`src/rtl/lpc_io_decode.sv`:
```
// lpc_io_decode: LPC I/O-cycle target mapping a 32-byte window onto register-bus strobes
module lpc_io_decode #(
  parameter logic [15:0] BASE_ADDR = 16'h0800
) (
  input  logic       PciReset,
  input  logic       LpcClock,
  input  logic       LFRAME_N,
  input  logic [3:0] LAD_I,
  output logic [3:0] LAD_O,
  output logic       LAD_OE,
  input  logic [7:0] RdData,
  output logic [7:0] Addr,
  output logic       Wr,
  output logic [7:0] DataWrSW
);
  typedef enum logic [3:0] {
    IDLE, CYCTYPE, ADDR, WDATA_L, WDATA_H, TAR_H1, TAR_H2,
    SYNC, RDATA_L, RDATA_H, TAR_P1, TAR_P2
  } state_t;
  state_t state, nextState;
  logic [1:0] nibCnt;
  logic isWrite;
  logic [15:0] addrSh, addrFull;
  logic addrHit;
  logic [7:0] wrShadow, rdLatch;
  assign addrFull = {addrSh[11:0], LAD_I};
  assign addrHit = addrFull[15:5] == BASE_ADDR[15:5];
  // state register; reset returns to IDLE so LAD_OE drops immediately
  always_ff @(posedge LpcClock or negedge PciReset)
    if (!PciReset) state <= IDLE;
    else state <= nextState;
  // next state from the current field, START/abort overriding everything; outputs decoded from state
  always_comb begin
    nextState = state;
    case (state)
      CYCTYPE: nextState = LAD_I[3:2] == 2'b00 ? ADDR : IDLE;
      ADDR:    nextState = nibCnt != 2'd3 ? ADDR : !addrHit ? IDLE : isWrite ? WDATA_L : TAR_H1;
      WDATA_L: nextState = WDATA_H;
      WDATA_H: nextState = TAR_H1;
      TAR_H1:  nextState = TAR_H2;
      TAR_H2:  nextState = SYNC;
      SYNC:    nextState = isWrite ? TAR_P1 : RDATA_L;
      RDATA_L: nextState = RDATA_H;
      RDATA_H: nextState = TAR_P1;
      TAR_P1:  nextState = TAR_P2;
      default: nextState = IDLE;
    endcase
    if (!LFRAME_N) nextState = LAD_I == 4'h0 ? CYCTYPE : IDLE;
    LAD_OE = state inside {SYNC, RDATA_L, RDATA_H, TAR_P1};
    LAD_O = state == SYNC ? 4'h0 : state == RDATA_L ? rdLatch[3:0] : state == RDATA_H ? rdLatch[7:4] : 4'hF;
    Wr = state == SYNC && isWrite;
  end
  // field capture; writes stay in a shadow until the cycle commits by entering SYNC
  always_ff @(posedge LpcClock or negedge PciReset)
    if (!PciReset) begin
      nibCnt <= 2'd0;
      isWrite <= 1'b0;
      addrSh <= 16'h0;
      Addr <= 8'h00;
      wrShadow <= 8'h00;
      DataWrSW <= 8'h00;
      rdLatch <= 8'h00;
    end else if (LFRAME_N) begin
      if (state == CYCTYPE) begin
        isWrite <= LAD_I[1];
        nibCnt <= 2'd0;
      end
      if (state == ADDR) begin
        addrSh <= addrFull;
        nibCnt <= nibCnt + 2'd1;
        if (nibCnt == 2'd3 && addrHit) Addr <= {3'b000, addrFull[4:0]};
      end
      if (state == WDATA_L) wrShadow[3:0] <= LAD_I;
      if (state == WDATA_H) wrShadow[7:4] <= LAD_I;
      if (state == TAR_H2 && !isWrite) rdLatch <= RdData;
      if (state == TAR_H2 && isWrite) DataWrSW <= wrShadow;
    end
endmodule

```
`config.mk`:
```
export PLATFORM = sky130hd
export DESIGN_NAME = lpc_io_decode
export DESIGN_NICKNAME = d
export VERILOG_FILES = /design/src/rtl/lpc_io_decode.sv
export SDC_FILE = /design/constraint.sdc
export NUM_CORES = 1
export LEC_CHECK = 0
export BUFFER_PORTS_ARGS = -buffer_cell sky130_fd_sc_hd__buf_2
export CORE_MARGIN = 2
export CORE_UTILIZATION = 55
export CTS_CLUSTER_DIAMETER = 40
export CTS_CLUSTER_SIZE = 20
export DETAILED_ROUTE_END_ITERATION = 7
export GPL_ROUTABILITY_DRIVEN = 1
export PLACE_DENSITY = 0.75
export SKIP_CTS_REPAIR_TIMING = 1
export SYNTH_ARGS = -nofsm -noshare
export SYNTH_HDL_FRONTEND = slang
export SYNTH_SLANG_ARGS = --single-unit
```
`constraint.sdc`:
```
create_clock -name LpcClock -period 2.4 [get_ports LpcClock]
set_input_delay 0.6 -clock LpcClock [delete_from_list [all_inputs] [get_ports LpcClock]]
set_output_delay 0.6 -clock LpcClock [all_outputs]
set_load 0.02 [all_outputs]
```
==> summary.md <==
| Metric | Value |
|---|---|
| Status | completed |
| Dpl hpwl | 3050 um |
| Post-Place Cells | approximately 240 |
| # clock sinks | 48 |
| CTS buffer count | 5 |
| CP startpoint kind | register |
| Final Hold Viols | 0 |
| Syn Inst Count | 167 |
| Placement Cell Area | 2380 um2 |
| Peak supply drop | 0.450 mV |
| Least-Margin Pin Slew | between 0.7 and 0.8 ns |
| CP cell instances | nand2b_1, nor2_2, o21bai_1, buf_2 |
| Slew headroom | 52.9% |
| Rows | 22 |
| Vias/cell | between 5 and 6 |
| LEAKAGE | about 1.3 nW |
| Largest net degree at the start of global routing | 33 |
| Post-route insts no fill | 251 |
| GRT Overall Usage | 21.5% |
| Hold slack final | between 0.3 and 0.4 ns |
| Setup crit end kind | output port |
| Seq cells post-synth | 48 |
| Syn_area_per_cell | 13.2 um2 |
| Sequential cell area fraction in the yosys report | 54.7% |
| Combinational family with the most area after synthesis | multiplexers |
| Final instance area | ~2500 um2 |
| Initial antenna violation count | 0 |
| Worst-Skew Late Latency | between 0.2 and 0.3 ns |
| Die area | approximately 4500 um2 |
| Synth Area in Compound Gates | 4.84% |
| CTS root buffer | clkbuf_8 |
| Crit Path Max Fanout | 12 |
| Via count | ~1,400 |
| H-tree levels | 2 |
| Reg2reg setup slack | 0.47 ns |
| Starting density of the core | 58.7% |
| Number of max-cap violations | 0 |
| CP required | 1.80 ns |
| Initial DRC Count | 117 |
| Die height | 67.2 um |
| Synth Area in XOR/XNOR | 0.399% |
| Die Width | ~67 um |
| R2R Path End | rdLatch[0]$_DFFE_PN0P_ |
| First-pass GRT wire length | slightly above 7000 um |
| CP Launch Point | state[3]$_DFF_PN0_ |
| Routed Antenna Nets | 0 |
| Worst setup path class | register to output port |
| Unrepaired setup endpoints after global routing | false |
| Total grt overflow | 0 |
| Reg2Reg Depth | 3 |
| Core area | 3740 um2 |
| Netlist Area Pre-Place | 2200 um2 |
| Fraction of the mapped netlist area in simple logic gates | 11.3% |
| Post-Route WL | a little over 4000 um |
| Synth Area in Adders | 0.569% |
| Synth Warn # | 0 |
| Clock skew | a little over 0.002 ns |
| Largest area contributor in the netlist | dfrtp_1 |
| Mux share of post-synthesis cell area | 24.7% |
| Synth unique cells | 38 |
| Max Buffers Root-to-Sink | 2 |
| Clock slew at reported path FFs | 0.08 ns |
| Slew Limit Fails | 0 |
| RePlAce Congestion | 0.902 |
| Most frequent cells in the layout | dfrtp_1 (47), mux2_2 (33), buf_2 (33), nand2_1 (14), mux2_4 (8) |
| Power Density | 595 nW/um2 |
| Minimum clock period | around 2.3 ns |
| Final nets | 218 |
| CP max-delay cell | dfrtp_1 |
| Port buffer count | 33 |
| Synth area leaders | dfrtp_1 (55%), mux2_2 (17%), mux2_4 (5.5%) |
| Setup Viol. Count Final | 0 |
| First-pass iteration count of the detailed router | 4 |
| P&R area growth vs syn | 14.4% |
| End of the critical path | LAD_OE |
| Wire per inst | 16.4 um |
| CTS tree | done |
| Yosys top cell area share | between 50% and 60% |
| Fin crit share | between 90 and 100% |
| Sum Neg Setup Slack | 0 ns |
| I/O pin total | 37 |
| Share of layout cells above drive strength 1 | 44.8% |
| Crit path largest cell delay | 0.54 ns |
| Most common cell after layout, fill and taps aside | dfrtp_1 |
| Antenna Cells | 0 |
| Hold Path Class | input pin to async pin |
| Crit path DAT | between 1.5 and 2 ns |
| Vias in the first global route | 1,449 |
| Fmax | 436 MHz |
| Drt drc | 0 |
| Reg-to-Reg Start | state[3]$_DFF_PN0_ |
[sequential cells by signal, indices dropped and copies added (netlist names)]
signal / count
nibCnt: 2
addrSh: 12
rdLatch: 8
DataWrSW: 8
isWrite: 1
Addr: 5
wrShadow: 8
state: 4
[final cells by class]
cell class	count	area, um2
clock buffers	7	96.3
clock inverters	1	30.0
fillers	284	1230
inverters	1	3.75
multi-input cells	110	932
flip-flops and latches	48	1200
well taps	48	60.1
repair buffers	36	188
[how the worst min path moves through the flow]
stage	startpoint	to	slack, ns	cells past startpoint
after floorplan	PciReset	Addr[0]$_DFFE_PN0P_	0.30	0
after global placement	Addr[0]$_DFFE_PN0P_	Addr[0]$_DFFE_PN0P_	0.47	1
after detailed placement	Addr[0]$_DFFE_PN0P_	Addr[0]$_DFFE_PN0P_	0.48	1
after CTS	PciReset	addrSh[5]$_DFFE_PN0P_	0.37	1
after global routing	PciReset	addrSh[5]$_DFFE_PN0P_	0.39	1
final	PciReset	addrSh[5]$_DFFE_PN0P_	0.35	1
[cells in the mapped netlist, drive strengths merged]
cell,count
nand2,14
nor3b,1
mux2i,4
a21oi,6
mux2,42
ha,1
a211o,1
nor4,2
nor4b,2
conb,1
o311ai,1
buf,10
nor3,5
a21o,1
or3,1
nand3,1
or2,1
and3,1
nand3b,2
and4,1
xnor2,1
o21bai,1
a22o,3
inv,1
dfrtp,48
o211ai,1
nor2,5
and2,3
and2b,1
nand2b,3
o21ai,2
[power breakdown]
group | leakage, nW | internal (W) | switching, W
sequential | 0.664 | 0.000815 | 0.00000765
clock | 0.0645 | 0.000367 | 0.000251
combinational | 0.552 | 0.0000206 | 0.0000345
total | 1.28 | 0.00120 | 0.000293
[through the flow]
step / power (W) / setup WS [ns] / util [%]
6_report: 0.00150 / 0.108 / 67.1
5_1_grt: 0.00156 / 0.00894 / 67.1
4_1_cts: 0.00151 / -0.0232 / 67.0
3_5_place_dp: 0.000895 / 0.317 / 63.6
3_3_place_gp: 0.000893 / 0.350 / 63.6
2_1_floorplan: 0.000859 / 0.565 / -
[logic make-up (layout without fill, tap and decap cells)]
kind of cell	count (synthesis)	after routing
other	1	3
adders and majority gates	1	1
and+or+nand+nor	43	43
buffers and inverters	11	45
muxes	46	46
AOI/OAI and AO/OA	16	16
xor gates and xnor gates	1	1
DFF	48	48
[per-layer routing]
metal  global-route usage, %  up-vias  part of all wire, %
met5                       0        -                    0
met4                    7.40        0                  1.7
met3                    5.50        6                  3.8
met2                    33.5       29                   50
met1                    29.4      713                   45
li1                        -      658                    -
[critical path: cells and delay by family, from the launching register on]
| kind | cells | cell delay [ns] |
|---|---|---|
| buf+inv | 1 | 0.20 |
| compound gates | 1 | 0.16 |
| flops | 1 | 0.54 |
| simple gates | 2 | 0.50 |
Power figures use the tool's default switching activity.
